===== config.mk =====
export PLATFORM = sky130hd
export DESIGN_NAME = crc_gen_param_flat
export DESIGN_NICKNAME = d
export VERILOG_FILES = /design/src/rtl/crc_gen_param_if.sv /design/src/rtl/crc_gen_param.sv /design/src/flat_wrapper.sv
export SDC_FILE = /design/constraint.sdc
export NUM_CORES = 1
export LEC_CHECK = 0
export CORE_ASPECT_RATIO = 0.9
export CORE_MARGIN = 2
export CORE_UTILIZATION = 30
export DETAILED_ROUTE_END_ITERATION = 8
export DONT_BUFFER_PORTS = 1
export SETUP_SLACK_MARGIN = 0.5
export SLEW_MARGIN = 0
export SYNTH_ARGS = -nofsm -noshare
export SYNTH_HDL_FRONTEND = slang
export SYNTH_SLANG_ARGS = --single-unit

===== constraint.sdc =====
create_clock -name clk -period 1.3 [get_ports clk]
set_input_delay 0.13 -clock clk [delete_from_list [all_inputs] [get_ports clk]]
set_output_delay 0.13 -clock clk [all_outputs]
set_load 0.02 [all_outputs]

===== src/rtl/crc_gen_param_if.sv =====
`default_nettype none
// ============================================================================
// Module      : crc_gen_param_if
// Description : Beat/result bundle between a frame source and crc_gen_param.
//               The master side drives payload beats and framing. The slave
//               side, which is the CRC generator, returns ready, the result
//               strobe, the serial append stream and the abort pulse.
//               crc_err is present only when CRC_CHECK_EN is defined.
// Revision    : 1.0 - initial release
// ============================================================================
interface crc_gen_param_if #(
    parameter int CRC_W  = 16,
    parameter int DATA_W = 1
) ();

    logic              din_valid;
    logic [DATA_W-1:0] din;
    logic              sof;
    logic              eof;
    logic              in_ready;
    logic [CRC_W-1:0]  crc_out;
    logic              crc_valid;
    logic              ser_out;
    logic              ser_valid;
    logic              frame_abort;
`ifdef CRC_CHECK_EN
    logic              crc_err;
`endif

    // Frame source side
    modport master (
`ifdef CRC_CHECK_EN
        input  crc_err,
`endif
        output din_valid,
        output din,
        output sof,
        output eof,
        input  in_ready,
        input  crc_out,
        input  crc_valid,
        input  ser_out,
        input  ser_valid,
        input  frame_abort
    );

    // CRC generator side
    modport slave (
`ifdef CRC_CHECK_EN
        output crc_err,
`endif
        input  din_valid,
        input  din,
        input  sof,
        input  eof,
        output in_ready,
        output crc_out,
        output crc_valid,
        output ser_out,
        output ser_valid,
        output frame_abort
    );

endinterface
`default_nettype wire


===== src/rtl/crc_gen_param.sv =====
`default_nettype none
// ============================================================================
// Module      : crc_gen_param
// Description : Parametrised, frame-aware CRC generator. It takes DATA_W bits
//               per beat (MSB first) with sof/eof framing and strobes a
//               registered result. It can optionally shift the CRC out
//               serially, MSB first, behind the payload.
//               Optional build macro CRC_CHECK_EN adds crc_err, which
//               compares the raw register against CHECK_RESIDUE (RX mode).
// Revision    : 1.0 - initial release
// ============================================================================
module crc_gen_param #(
    parameter int               CRC_W   = 16,
    parameter logic [CRC_W-1:0] POLY    = 16'h8005,
    parameter logic [CRC_W-1:0] INIT    = '0,
    parameter logic [CRC_W-1:0] XOR_OUT = '0,
    parameter int               DATA_W  = 1,
    parameter int               APPEND  = 1
`ifdef CRC_CHECK_EN
    ,
    parameter logic [CRC_W-1:0] CHECK_RESIDUE = '0
`endif
) (
    input  logic           clk,
    input  logic           reset,
    crc_gen_param_if.slave bus
);

    localparam int       c_CNT_W     = $clog2(CRC_W);
    localparam logic [1:0] c_ST_IDLE   = 2'd0;
    localparam logic [1:0] c_ST_CALC   = 2'd1;
    localparam logic [1:0] c_ST_FIN    = 2'd2;
    localparam logic [1:0] c_ST_APPEND = 2'd3;

    // DATA_W serial shift steps unrolled into one combinational update;
    // data[DATA_W-1] enters the register first.
    function automatic logic [CRC_W-1:0] f_crc_step(
        input logic [CRC_W-1:0]  crc_in,
        input logic [DATA_W-1:0] data
    );
        logic [CRC_W-1:0] v_crc;
        logic             v_fb;
        v_crc = crc_in;
        for (int i = DATA_W - 1; i >= 0; i--) begin
            v_fb  = v_crc[CRC_W-1] ^ data[i];
            v_crc = {v_crc[CRC_W-2:0], 1'b0} ^ ({CRC_W{v_fb}} & POLY);
        end
        return v_crc;
    endfunction

    logic [1:0]         r_state;
    logic [1:0]         w_state_next;
    logic [CRC_W-1:0]   r_crc;
    logic [CRC_W-1:0]   w_crc_seed;
    logic [CRC_W-1:0]   w_crc_next;
    logic [CRC_W-1:0]   r_crc_out;
    logic [CRC_W-1:0]   r_shift;
    logic [c_CNT_W-1:0] r_bit_cnt;
    logic               r_crc_valid;
    logic               r_frame_abort;
    logic               w_in_ready;
    logic               w_accept;
    logic               w_start;
    logic               w_take;
    logic               w_end;

    // Ready only in the accepting states and forced low while reset is held.
    assign w_in_ready = ~reset & ((r_state == c_ST_IDLE) | (r_state == c_ST_CALC));
    assign w_accept   = bus.din_valid & w_in_ready;
    // A sof beat always (re)starts a frame; in IDLE anything else is dropped.
    assign w_start    = w_accept & bus.sof;
    assign w_take     = w_start | (w_accept & (r_state == c_ST_CALC));
    assign w_end      = w_take & bus.eof;

    assign w_crc_seed = bus.sof ? INIT : r_crc;
    assign w_crc_next = f_crc_step(w_crc_seed, bus.din);

    // State register
    always_ff @(posedge clk) begin
        if (reset) begin
            r_state <= c_ST_IDLE;
        end else begin
            r_state <= w_state_next;
        end
    end

    // Next-state decode: framing beats steer IDLE/CALC, FIN is one cycle,
    // APPEND lasts until the bit counter reaches zero.
    always_comb begin
        w_state_next = r_state;
        case (r_state)
            c_ST_IDLE, c_ST_CALC: begin
                if (w_take) begin
                    w_state_next = bus.eof ? c_ST_FIN : c_ST_CALC;
                end
            end
            c_ST_FIN: begin
                w_state_next = (APPEND != 0) ? c_ST_APPEND : c_ST_IDLE;
            end
            c_ST_APPEND: begin
                if (r_bit_cnt == '0) begin
                    w_state_next = c_ST_IDLE;
                end
            end
            default: begin
                w_state_next = c_ST_IDLE;
            end
        endcase
    end

    // Running CRC register, updated on every beat that belongs to a frame.
    always_ff @(posedge clk) begin
        if (reset) begin
            r_crc <= INIT;
        end else if (w_take) begin
            r_crc <= w_crc_next;
        end
    end

    // Result and abort strobes, registered straight off the accepted beat so
    // the result is visible in the cycle spent in FIN.
    always_ff @(posedge clk) begin
        if (reset) begin
            r_crc_out     <= '0;
            r_crc_valid   <= 1'b0;
            r_frame_abort <= 1'b0;
        end else begin
            r_crc_valid   <= w_end;
            r_frame_abort <= w_start & (r_state == c_ST_CALC);
            if (w_end) begin
                r_crc_out <= w_crc_next ^ XOR_OUT;
            end
        end
    end

    // Append shifter: loaded with the final CRC in FIN, shifted MSB first.
    always_ff @(posedge clk) begin
        if (reset) begin
            r_shift   <= '0;
            r_bit_cnt <= '0;
        end else if (r_state == c_ST_FIN) begin
            r_shift   <= r_crc_out;
            r_bit_cnt <= c_CNT_W'(CRC_W - 1);
        end else if (r_state == c_ST_APPEND) begin
            r_shift   <= {r_shift[CRC_W-2:0], 1'b0};
            r_bit_cnt <= r_bit_cnt - 1'b1;
        end
    end

`ifdef CRC_CHECK_EN
    logic r_crc_err;

    // Residue compare on the raw register, before XOR_OUT, held with crc_out.
    always_ff @(posedge clk) begin
        if (reset) begin
            r_crc_err <= 1'b0;
        end else if (w_end) begin
            r_crc_err <= (w_crc_next != CHECK_RESIDUE);
        end
    end

    assign bus.crc_err = r_crc_err;
`endif

    assign bus.in_ready    = w_in_ready;
    assign bus.crc_out     = r_crc_out;
    assign bus.crc_valid   = r_crc_valid;
    assign bus.ser_valid   = (r_state == c_ST_APPEND);
    assign bus.ser_out     = (r_state == c_ST_APPEND) & r_shift[CRC_W-1];
    assign bus.frame_abort = r_frame_abort;

endmodule
`default_nettype wire

===== src/flat_wrapper.sv =====
// flat-port wrapper written by rule: the top's interface ports become plain ports
module crc_gen_param_flat 
#(
    parameter int               CRC_W   = 16,
    parameter logic [CRC_W-1:0] POLY    = 16'h8005,
    parameter logic [CRC_W-1:0] INIT    = '0,
    parameter logic [CRC_W-1:0] XOR_OUT = '0,
    parameter int               DATA_W  = 1,
    parameter int               APPEND  = 1

)
  (clk, reset, bus_din_valid, bus_din, bus_sof, bus_eof, bus_in_ready, bus_crc_out, bus_crc_valid, bus_ser_out, bus_ser_valid, bus_frame_abort);
  crc_gen_param_if #(.CRC_W(CRC_W), .DATA_W(DATA_W)) bus_i ();
  input  logic clk;
  input  logic reset;
  input wire logic [$bits(bus_i.din_valid)-1:0] bus_din_valid;
  input wire logic [$bits(bus_i.din)-1:0] bus_din;
  input wire logic [$bits(bus_i.sof)-1:0] bus_sof;
  input wire logic [$bits(bus_i.eof)-1:0] bus_eof;
  output wire logic [$bits(bus_i.in_ready)-1:0] bus_in_ready;
  output wire logic [$bits(bus_i.crc_out)-1:0] bus_crc_out;
  output wire logic [$bits(bus_i.crc_valid)-1:0] bus_crc_valid;
  output wire logic [$bits(bus_i.ser_out)-1:0] bus_ser_out;
  output wire logic [$bits(bus_i.ser_valid)-1:0] bus_ser_valid;
  output wire logic [$bits(bus_i.frame_abort)-1:0] bus_frame_abort;
  assign bus_i.din_valid = bus_din_valid;
  assign bus_i.din = bus_din;
  assign bus_i.sof = bus_sof;
  assign bus_i.eof = bus_eof;
  assign bus_in_ready = bus_i.in_ready;
  assign bus_crc_out = bus_i.crc_out;
  assign bus_crc_valid = bus_i.crc_valid;
  assign bus_ser_out = bus_i.ser_out;
  assign bus_ser_valid = bus_i.ser_valid;
  assign bus_frame_abort = bus_i.frame_abort;
  crc_gen_param #(.CRC_W(CRC_W), .POLY(POLY), .INIT(INIT), .XOR_OUT(XOR_OUT), .DATA_W(DATA_W), .APPEND(APPEND)) u_core (.clk(clk), .reset(reset), .bus(bus_i));
endmodule

After elaboration in Yosys (flattened, before gate mapping) --
Cells that the tools add are included.
Storage, ports and cells: bits in registers 56, output and inout bits 21
Cells by class: bitwise operators 12, reductions and logical operators 5, equal/unequal tests 5, muxes and demuxes 9, add/subtract/negate cells 1
Operators with widths (count):
- two-way mux 16 bit | 3
- XOR 16 bit | 1
- two-way mux 4 bit | 2
- AND 1 bit | 7
- two-way mux 2 bit | 3
- one-hot mux 2 bit (3 select lines) | 1
- equality test 2 bit, second input constant | 2
- zero test 4 bit | 1
- inequality test 2 x 1 -> 1 bit, second input constant | 2
- subtractor 4 x 1 -> 4 bit, second input constant | 1
- equality test 2 x 1 -> 1 bit, second input constant | 1
- zero test 2 bit | 1
- OR 1 bit | 2
- AND reduction 2 bit | 1
- nonzero test 2 bit | 1
- OR reduction 2 bit | 1
- inverter 1 bit | 1
- XOR 1 bit | 1

Longest topological paths before layout --
Gate-level depths: netlist (run 1).
word-level depth 8, mapped depth 6, mapped depth without buffers 5

Least setup slack after synthesis (run 1) --
OpenSTA, ideal clock, no wires.
path type register -> register, start register u_core.r_state[1], end register u_core.r_crc[0], slack 0.032 ns, data required time 1.228 ns, arrival time 1.196 ns, cell stages (with the launch flop) 6, period minus slack after synthesis 1.268 ns, cells stage by stage dfxtp_1 -> buf_6 -> or3b_1 -> buf_6 -> nor2_8 -> mux2i_1
On the way: cells in the longest elaborated chain, start to end 6, elaborated cells on any way between the ends 8, classes of those cells eq/ne (1); bitwise (6); reduce/logical (1)
Ends and longest elaborated chain:
- start: declaration | RTL line crc_gen_param.sv:51 | logic [1:0] r_state;
- start signal: assignment | RTL line crc_gen_param.sv:81 | r_state <= c_ST_IDLE;
- start signal: assignment | RTL line crc_gen_param.sv:83 | r_state <= w_state_next;
- equality test 2 x 1 -> 1 bit / zero test 2 bit (equally long branches) | RTL line crc_gen_param.sv:68, crc_gen_param.sv:72
- OR 1 bit | RTL line crc_gen_param.sv:68 | assign w_in_ready = ~reset & ((r_state == c_ST_IDLE) | (r_state == c_ST_CALC));
- AND 1 bit | RTL line crc_gen_param.sv:68
- AND 1 bit | RTL line crc_gen_param.sv:69 | assign w_accept = bus.din_valid & w_in_ready;
- AND 1 bit, on equally long branches | RTL line crc_gen_param.sv:71, crc_gen_param.sv:72
- OR 1 bit (*) | RTL line crc_gen_param.sv:72 | assign w_take = w_start | (w_accept & (r_state == c_ST_CALC));
- end signal: assignment | RTL line crc_gen_param.sv:116 | r_crc <= w_crc_next;
- end: declaration | RTL line crc_gen_param.sv:53 | logic [CRC_W-1:0] r_crc;
Mark *: on every way between the ends. The rest lies on a longest branch, timed or not. A chain may end at the register's enable or synchronous reset.

Worst setup path in the final report (run 1) --
start register u_core.r_state[1], end output port bus_ser_out
On the way: cells in the longest elaborated chain, start to end 2
Ends and longest elaborated chain:
- equality test 2 bit | RTL line crc_gen_param.sv:169 | assign bus.ser_out = (r_state == c_ST_APPEND) & r_shift[CRC_W-1];
- AND 1 bit | RTL line crc_gen_param.sv:169
- end: declaration | RTL line flat_wrapper.sv:23 | output wire logic [$bits(bus_i.ser_out)-1:0] bus_ser_out;
Every way passes these cells.

==> results of run 1 <==
-- state kept, by name, summed over array words and instances (netlist names) --
register and count:
u_core.bus.crc_out 16, u_core.bus.crc_valid 1, u_core.bus.frame_abort 1, u_core.r_bit_cnt 4, u_core.r_crc 16, u_core.r_shift 16, u_core.r_state 2
-- routing by layer --
metal / routed length, µm / vias up
li1: - / 1084
met1: 3160 / 1080
met3: 199 / 7
met5: 0 / -
met2: 3240 / 31
met4: 78 / 0
-- final timing paths --
check                                         endpoint  slack [ns]
worst max-delay path                       bus_ser_out        0.03
worst min-delay path            u_core.bus.crc_out[15]       -0.11
worst max register to register        u_core.r_crc[15]        0.04
worst min register to register         u_core.r_crc[6]        0.47
-- placed cells by master, fill, tap and decap left out, types with 3 or more instances in the layout --
| cell | netlist | layout |
|---|---|---|
| dfxtp_1 | 56 | 33 |
| a21oi_1 | 27 | 20 |
| buf_4 | 1 | 20 |
| o21ai_1 | 0 | 18 |
| nor2_1 | 19 | 16 |
| mux2i_1 | 17 | 16 |
| dfxtp_4 | 0 | 14 |
| buf_6 | 4 | 13 |
| nand4b_1 | 12 | 12 |
| nand3_1 | 17 | 12 |
| nor2b_1 | 9 | 9 |
| dfxtp_2 | 0 | 9 |
| o21ai_0 | 30 | 8 |
| nand2b_1 | 8 | 8 |
| a211oi_1 | 15 | 8 |
| a21oi_2 | 0 | 7 |
| a211oi_2 | 0 | 7 |
| buf_12 | 0 | 6 |
| clkbuf_8 | 0 | 5 |
| nor2_4 | 0 | 4 |
| nand3_2 | 0 | 4 |
| o21ai_2 | 0 | 4 |
| a311oi_1 | 4 | 4 |
| xnor2_1 | 3 | 3 |
| nand2_1 | 3 | 3 |
| clkbuf_16 | 0 | 3 |
-- layout make-up --
| type | instances | area [µm²] |
|---|---|---|
| repair buffers | 48 | 637 |
| fillers | 749 | 4590 |
| flip-flops and latches | 56 | 1180 |
| inverters | 5 | 21.3 |
| well taps | 99 | 124 |
| clock inverters | 2 | 16.3 |
| clock buffers | 6 | 72.6 |
| multi-input cells | 194 | 1500 |
-- cells by family (layout without fill, tap and decap cells) --
group / after synthesis / in the layout / synth area share, %
flip-flops: 56 / 56 / 43.9
AO/OA/AOI/OAI: 87 / 87 / 20.8
adder cells (fa/ha/maj): 1 / 1 / 0.489
multiplexers: 17 / 17 / 6.66
XOR/XNOR: 5 / 5 / 1.71
AND/OR/NAND/NOR: 82 / 84 / 19.7
buffers and inverters: 33 / 61 / 6.85
-- Yosys cell counts, drive strengths merged (3+ instances only) --
master,number
nor2,21
nand4b,12
nand2b,8
nor2b,9
clkbuf,10
a211oi,15
a21oi,27
inv,5
a311oi,4
mux2i,17
buf,18
xnor2,3
nand2,3
nand3,17
o21ai,30
o21ba,3
dfxtp,56
-- report_power, final --
group | switching [W] | leakage, nW | total (W) | internal, W
combinational | 0.000262 | 0.655 | 0.000579 | 0.000317
clock | 0.000582 | 0.0414 | 0.000967 | 0.000385
sequential | 0.0000412 | 0.469 | 0.00178 | 0.00174
-- worst max-delay path: stages (launching register included) --
cell and delay, ns:
dfxtp_4 0.37, buf_6 0.12, buf_12 0.12, and3_4 0.21
-- metrics by stage --
stage	worst slack, ns	power (W)	hold slack [ns]	utilization, %
after global routing	-0.0425	0.00347	-0.152	43.6
final	0.0344	0.00333	-0.113	43.6
after floorplan	0.0334	0.00217	0.310	-
after global placement	-0.00516	0.00219	0.197	33.9
after detailed placement	-0.0391	0.00220	0.196	33.9
after CTS	0.0531	0.00328	-0.149	41.3
-- timing repair --
action | in CTS | in global routing
setup endpoints to repair | 77 | 77
hold endpoints to repair | 52 | 50
pin swaps | 6 | 12
cloned | 6 | 3
gates resized for setup | 84 | 26
buffers inserted | 20 | 2
==> qor.yml, run 1 <==
floorplanning:
  io-pin-count: 27
  fp.coreArea_um2: 8150
  dieHeight_um: 91.6
  num_rows: 31
  dieArea_um2: 9280
  initial_core_util_pct: 31.4
  die_x_um: 101
synth:
  syn-num-nets: 288
  synth-async-reset-ratio_pct: 0
  synth_area_per_cell_um2: 9.10
  ys_warn_count: 0
  syn_area_um2: 2560
  synth_cell_types: 38
  ys_ff_latch: 56
  synth_top_cell_by_area: "dfxtp_1"
  synth_flop_cell: "dfxtp_1"
  synth-edff-count: 0
  synth_top_area_share_pct: 43.9
  synthTopCellsByArea: "dfxtp_1 44%, mux2i_1 6.7%, o21ai_0 5.9%"
  ys_seq_area_share_pct: 43.9
  syn_inst: 281
placement:
  numPortBuffers: 0
  gp_congestion: 0.769
  placed_area_um2: 2760
  place_hpwl_um: 3780
  dp_cells: 370
clock_tree:
  clk_pin_slew_ns: 0.10
  hold_buffers: 1
  numCtsBuffers: 5
  insertion_delay_ns: 0.31
  clock-sinks: 56
  cts-root-buf: "clkbuf_8"
  cts_tree: "yes"
  clock_path_buffers: 2
  htree_levels: 2
routing:
  drc: 0
  vias: 2202
  routed_wl_um: 6680
  drtAntennaViolNets: 0
  viasPerCell: 5.37
  drtIter0Drc: 215
  avgRoutedWirePerCell_um: 16.3
  dr.pass1.iters: 4
global_route:
  grt_usage_pct: 14.5
  grt_util_met1_pct: 19.7
  grt_max_degree: 62
  grt_pass1_wl_um: 10800
  met3_usage_pct: 3.54
  first_global_vias: 2061
  grt.overflow.total: 0
  use_met2_pct: 22.8
  grt-busiest-layer: "met2"
  antenna_found_initial: 0
critical_path:
  timing.critical_path.from: "u_core.r_state[1]"
  cp.arrival_ns: 1.14
  r2r_start: "u_core.r_state[1]"
  cp_max_fo: 5
  worst-r2r-cell-count: 6
  startpoint_type: "flip-flop"
  critical_path_class: "reg -> out"
  required_ns: 1.17
  endpoint_kind: "output pin"
status:
  status: "finished with violations"
  violations: "hold timing"
timing:
  min_period_over_period_pct: 97.4
  rsz0062_at_grt: "yes"
  fmax_mhz: 790
  min_period_ns: 1.27
  skew_ns: 0.00803
  hold_ws_ns: -0.113
  slew_viol_final: 0
  tightest_slew_ns: 0.324
  setup_tns_ns: 0
  setup_viol: 0
  slew_headroom_pct: 78.4
  hold_violations: 47
min_path:
  hold_depth: 1
  holdCritStartpoint: "reset"
  min_path_type: "in -> reg"
cells_and_area:
  post_layout_nonfiller_instances: 410
  drive_gt1_share_pct: 40.5
  area_delta_synth_final_pct: 39.0
  diodes: 0
  final_nets: 317
  final_area_um2: 3550
power:
  p_leak_nw: 1.17
  vdd_ir_drop_max_v: 0.000435
  cellPowerDensity_nw_per_um2: 937
flow_run:
  max_cap_violations: 0
Power figures use the tool's default switching activity.
==> run 2, diff against run 1 <==
- ABC_AREA: unset -> 1
==> run 2 against run 1 <==
Effect of this change: the run still ends with hold timing left; final area fell by 14%; first-iteration DRC count fell by 42%; critical path depth rose by 1; register-to-register slack improved by 0.04 ns; power rose by 5.2%; fmax rose by 2.9%; largest cell class is now flip-flops and latches; count of clock-buffer cells in the layout fell by 1; highest routed layer unchanged; global-route usage fell by 0.49 points; critical path type unchanged; setup slack improved by 0.035 ns.
==> qor.yml, run 2 <==
cells_and_area:
  post_layout_nonfiller_instances: 449
  fillerInstances: 822
  drive_gt1_share_pct: 25.4
  diodes: 0
  layout_common_cells: "77 x nand2_1, 54 x inv_1, 35 x dfxtp_1"
  mostFrequentLayoutCell: "nand2_1"
  area_delta_synth_final_pct: 24.6
  final_nets: 356
power:
  clockPowerShare_pct: 39.3
  switching_share_pct: 24.3
  p_sw_w: 0.000851
  pwr-share-seq_pct: 51.3
  vdd_ir_drop_max_v: 0.000452
  cellPowerDensity_nw_per_um2: 1150
  p_leak_nw: 1.26
  comb_power_share_pct: 9.4
  intPower_w: 0.00265
timing:
  setup_viol: 0
  slew_viol_final: 0
  rsz0062_at_grt: "yes"
  setup_tns_ns: 0
  hold_violations: 15
  min_period_over_period_pct: 94.7
  min_period_ns: 1.23
  fmax_mhz: 813
  skew_ns: 0.0125
  tightest_slew_ns: 0.367
  hold_ws_ns: -0.144
  slew_headroom_pct: 75.5
min_path:
  holdCritStartpoint: "reset"
  hold_depth: 1
  worstHoldEndpoint: "u_core.bus.crc_out[12]"
  min_path_type: "in -> reg"
flow_run:
  max_cap_violations: 0
clock_tree:
  clock_path_buffers: 2
  htree_levels: 2
  clock-sinks: 56
  insertion_delay_ns: 0.32
  hold_buffers: 1
  cts_tree: "yes"
  cts-root-buf: "clkbuf_8"
  clk_pin_slew_ns: 0.11
  numCtsBuffers: 5
critical_path:
  endpoint_kind: "output pin"
  critical_path_class: "reg -> out"
  r2r_setup_slack_ns: 0.08
  cpMaxStageDelayCell: "dfxtp_4"
  startpoint_type: "flip-flop"
  required_ns: 1.17
  crit_path_max_incr_delay_ns: 0.37
  worst-r2r-cell-count: 7
  r2r-end: "u_core.r_crc[3]"
  path_cells: "buf_4 > nand2_8 > clkinv_4 > buf_6"
  r2r_start: "u_core.r_state[0]"
  crit_buf_inv: 3
  critPathTopFamily: "flip-flops"
  cp_max_fo: 5
  cp.arrival_ns: 1.10
routing:
  drtAntennaViolNets: 0
  vias: 2093
  routed_wl_um: 5800
  viasPerCell: 4.66
  drc: 0
  avgRoutedWirePerCell_um: 12.9
  drtIter0Drc: 125
  dr.pass1.iters: 6
floorplanning:
  dieHeight_um: 89.7
  num_rows: 31
  fp.coreArea_um2: 7990
  initial_core_util_pct: 30.6
  io-pin-count: 27
  die_x_um: 99.2
  dieArea_um2: 8890
synth:
  synth_flop_cell: "dfxtp_1"
  synth_cell_types: 27
  synthTopCellsByCount: "82 x nand2_1, 57 x inv_1, 56 x dfxtp_1, 37 x nor2_1, 18 x o21ai_0"
  yosysMostFrequentCell: "nand2_1"
  syn_area_um2: 2450
  synth_top_cell_by_area: "dfxtp_1"
  ys_seq_area_share_pct: 45.8
  synth-async-reset-ratio_pct: 0
  ys_ff_latch: 56
  syn_inst: 332
  synth_area_per_cell_um2: 7.37
  syn-num-nets: 339
  synth_top_area_share_pct: 45.8
  ys_warn_count: 0
  synth-edff-count: 0
  synthTopCellsByArea: "dfxtp_1 46%, nand2_1 13%, inv_1 8.7%"
placement:
  numPortBuffers: 0
  place_hpwl_um: 3850
  dp_cells: 429
  gp_congestion: 0.765
status:
  status: "finished with violations"
  violations: "hold timing"
global_route:
  antenna_found_initial: 0
  first_global_vias: 2049
  grt_pass1_wl_um: 9870
  grt.overflow.total: 0
  grt_max_degree: 28
  grt_usage_pct: 14.0
run 2: cell types whose count changed in the layout (fill, tap and decap cells not counted), moves of 8 or more:
cell	before	now
inv_1	2	54
nor2_1	16	32
a211oi_1	8	0
nand2_2	0	8
nand2_1	3	77
buf_4	20	10
nand2b_1	8	0
o21ai_1	18	6
nand4b_1	12	0
nor2b_1	9	0
mux2i_1	16	0
run 2: worst max path at each step:
stage / from / end / slack [ns] / cells after the start
4_1_cts: u_core.r_state[1] / u_core.r_crc[12] / 0.08 / 6
3_3_place_gp: u_core.r_state[1] / u_core.r_shift[9] / 0.1 / 8
6_report: u_core.r_state[0] / bus_ser_valid / 0.07 / 4
5_1_grt: u_core.r_state[1] / u_core.r_crc[12] / 0.02 / 6
2_1_floorplan: u_core.r_state[1] / u_core.bus.crc_out[12] / 0.11 / 5
3_5_place_dp: u_core.r_state[0] / u_core.r_crc[12] / 0.06 / 7
run 2: metrics by stage:
stage	power [W]	worst slack [ns]	area (µm²)	hold slack [ns]	util [%]
finish	0.00350	0.0695	3050	-0.144	38.1
detailed placement	0.00211	0.0617	2600	0.197	32.5
global placement	0.00211	0.0998	2600	0.198	32.5
CTS	0.00350	0.0806	2970	-0.151	37.2
floorplan	0.00207	0.110	2480	0.255	-
global route	0.00363	0.0159	3050	-0.158	38.1
run 2: timing repair:
item | CTS | global route
pin swaps | 11 | 11
resized for setup | 58 | 19
endpoints found under the setup margin | 77 | 77
setup buffers | 9 | 0
hold endpoints to repair | 16 | 15
gates cloned | 1 | 1
run 2: logic make-up after synthesis:
| logic type | Yosys count | synth area share (%) |
|---|---|---|
| adders and majority gates | 1 | 0.511 |
| buffers and inverters | 76 | 13.9 |
| and+or+nand+nor | 142 | 25.2 |
| DFF | 56 | 45.8 |
| AOI/OAI and AO/OA | 57 | 14.6 |
run 2: final cells by class:
type | count | area (µm²) | share of cell area, %
inverter | 60 | 240 | 7.88
clock inverter | 3 | 68.8 | 2.26
multi-input combinational | 201 | 1080 | 35.4
timing repair buffer | 25 | 278 | 9.11
sequential | 56 | 1190 | 39.0
tap | 99 | 124 | 4.06
clock buffer | 5 | 68.8 | 2.26
run 2: power by group through the flow:
stage,clock [W],combinational (W),sequential (W)
after floorplan,0,0.000220,0.00185
after global placement,0,0.000252,0.00185
after detailed placement,0,0.000257,0.00186
after CTS,0.00139,0.000310,0.00180
after global routing,0.00147,0.000364,0.00180
final,0.00138,0.000327,0.00180
run 2: per-layer routing:
metal	up-vias	part of all wire [%]	track usage [%]
li1	1084	-	-
met1	970	43	16.5
met2	30	51	25.4
met3	9	4.4	3.33
met4	0	1.6	4.61
met5	-	0	0
run 2: worst register-to-register path, stage by stage, from the launching register on:
cell	delay (ns)
dfxtp_4	0.37
inv_2	0.05
nand2_2	0.08
nand3_4	0.17
buf_12	0.20
inv_4	0.09
nand2_1	0.05
a21oi_1	0.14
==> run 3, diff against run 2 <==
- CTS_BUF_LIST: unset -> sky130_fd_sc_hd__clkbuf_2 sky130_fd_sc_hd__clkbuf_4 sky130_fd_sc_hd__clkbuf_8
- SKIP_CTS_REPAIR_TIMING: unset -> 1
==> run 3 against run 2 <==
Effect of this change: the flow still finishes with violations (hold timing); sequential power hardly changed; highest routed layer unchanged; critical path depth stayed put; setup slack worse by 0.022 ns; fmax is 1.8% lower; final area is 0.45% higher; hold slack worse by 0.0040 ns; largest power group unchanged.
==> qor.yml, run 3 (synthesis results as in run 2) <==
status:
  status: "finished with violations"
  violations: "hold timing"
global_route:
  grt.overflow.total: 0
  antenna_found_initial: 0
  first_global_vias: 1908
  grt_usage_pct: 12.9
  grt_pass1_wl_um: 9140
  grt_max_degree: 28
timing:
  hold_ws_ns: -0.148
  setup_viol: 0
  tightest_slew_ns: 0.362
  slew_viol_final: 0
  min_period_over_period_pct: 96.4
  skew_ns: 0.0127
  min_period_ns: 1.25
  fmax_mhz: 798
  slew_headroom_pct: 75.8
  rsz0062_at_grt: "yes"
  hold_violations: 15
routing:
  drtIter0Drc: 94
  dr.pass1.iters: 4
  drc: 0
  vias: 2062
  drtAntennaViolNets: 0
  viasPerCell: 4.58
  avgRoutedWirePerCell_um: 12.8
  routed_wl_um: 5760
min_path:
  hold_depth: 1
  min_path_type: "in -> reg"
clock_tree:
  clock_path_buffers: 2
  cts-root-buf: "clkbuf_8"
  htree_levels: 2
  numCtsBuffers: 5
  insertion_delay_ns: 0.31
  cts_tree: "yes"
  clk_pin_slew_ns: 0.11
  clock-sinks: 56
critical_path:
  endpoint_kind: "output pin"
  crit_path_max_incr_delay_ns: 0.40
  path_cells: "buf_8 > nand2_8 > inv_8 > buf_6"
  cp.depth: 4
  startpoint_type: "flip-flop"
  critPathTopFamily: "flip-flops"
  required_ns: 1.17
  worst-r2r-cell-count: 7
  cp_max_fo: 6
  cp.arrival_ns: 1.12
  critical_path_class: "reg -> out"
  crit_buf_inv: 3
  cpMaxStageDelayCell: "dfxtp_4"
floorplanning:
  initial_core_util_pct: 30.6
  dieHeight_um: 89.7
  die_x_um: 99.2
  dieArea_um2: 8890
  fp.coreArea_um2: 7990
  io-pin-count: 27
  num_rows: 31
cells_and_area:
  mostFrequentLayoutCell: "nand2_1"
  final_nets: 357
  final_area_um2: 3060
  layout_common_cells: "75 x nand2_1, 53 x inv_1, 35 x nor2_1"
  diodes: 0
  area_delta_synth_final_pct: 25.2
  drive_gt1_share_pct: 26.2
flow_run:
  max_cap_violations: 0
placement:
  numPortBuffers: 0
  gp_congestion: 0.765
  place_hpwl_um: 3850
  placed_area_um2: 2600
power:
  cellPowerDensity_nw_per_um2: 1150
  p_leak_nw: 1.30
  vdd_ir_drop_max_v: 0.000436
  p_total_w: 0.00351
run 3: cell types whose count changed in the layout (fill, tap and decap cells not counted), moves of 2 or more:
cell / delta
nand2_4: +3
o21ai_1: -2
nand2_1: -2
buf_4: +3
nor2_1: +3
dfxtp_4: -5
nor2_2: -3
o21ai_0: +2
inv_2: +2
buf_6: -3
dfxtp_2: +6
run 3: layout make-up:
type	instances	area (µm²)
sequential	56	1180
clock inverter	3	68.8
tap	99	124
timing repair buffer	25	256
multi-input combinational	202	1120
clock buffer	5	68.8
fill	819	4930
inverter	60	240
run 3: worst paths after layout:
kind                                         from                  end  slack (ns)
worst max register to register  u_core.r_state[1]    u_core.r_shift[3]        0.08
worst min-delay path                        reset  u_core.r_bit_cnt[1]       -0.15
worst min register to register    u_core.r_crc[0]      u_core.r_crc[0]        0.45
worst max-delay path            u_core.r_state[1]        bus_ser_valid        0.05
run 3: layer usage:
metal	wire, µm	vias to the layer above	track usage (%)	share of wire (%)
met5	0	-	0	0
met4	101	0	4.11	1.8
met3	225	9	3.10	3.9
met2	2970	22	23.2	51
met1	2470	952	15.5	43
li1	-	1079	-	-
run 3: power by group:
group          switching, W  leakage, nW  internal (W)
Combinational      0.000201        0.763      0.000134
Sequential        0.0000552        0.467       0.00175
Clock              0.000598       0.0687      0.000776
run 3: metrics by stage:
step	instances	TNS (ns)	hold WS (ns)	util (%)	setup WS, ns
floorplan	332	0	0.255	-	0.110
global placement	429	0	0.198	32.5	0.0998
detailed placement	429	0	0.197	32.5	0.0617
CTS	437	-0.316	-0.146	34.2	-0.174
global route	450	-0.00251	-0.161	38.3	-0.00202
finish	450	0	-0.148	38.3	0.0474
run 3: worst reg2reg max path, stage by stage, from the launching register on:
cell and delay, ns:
dfxtp_4 0.38, buf_8 0.15, buf_4 0.14, nand2_4 0.08, buf_4 0.11, o22ai_1 0.06, o21ai_0 0.16, inv_1 0.05
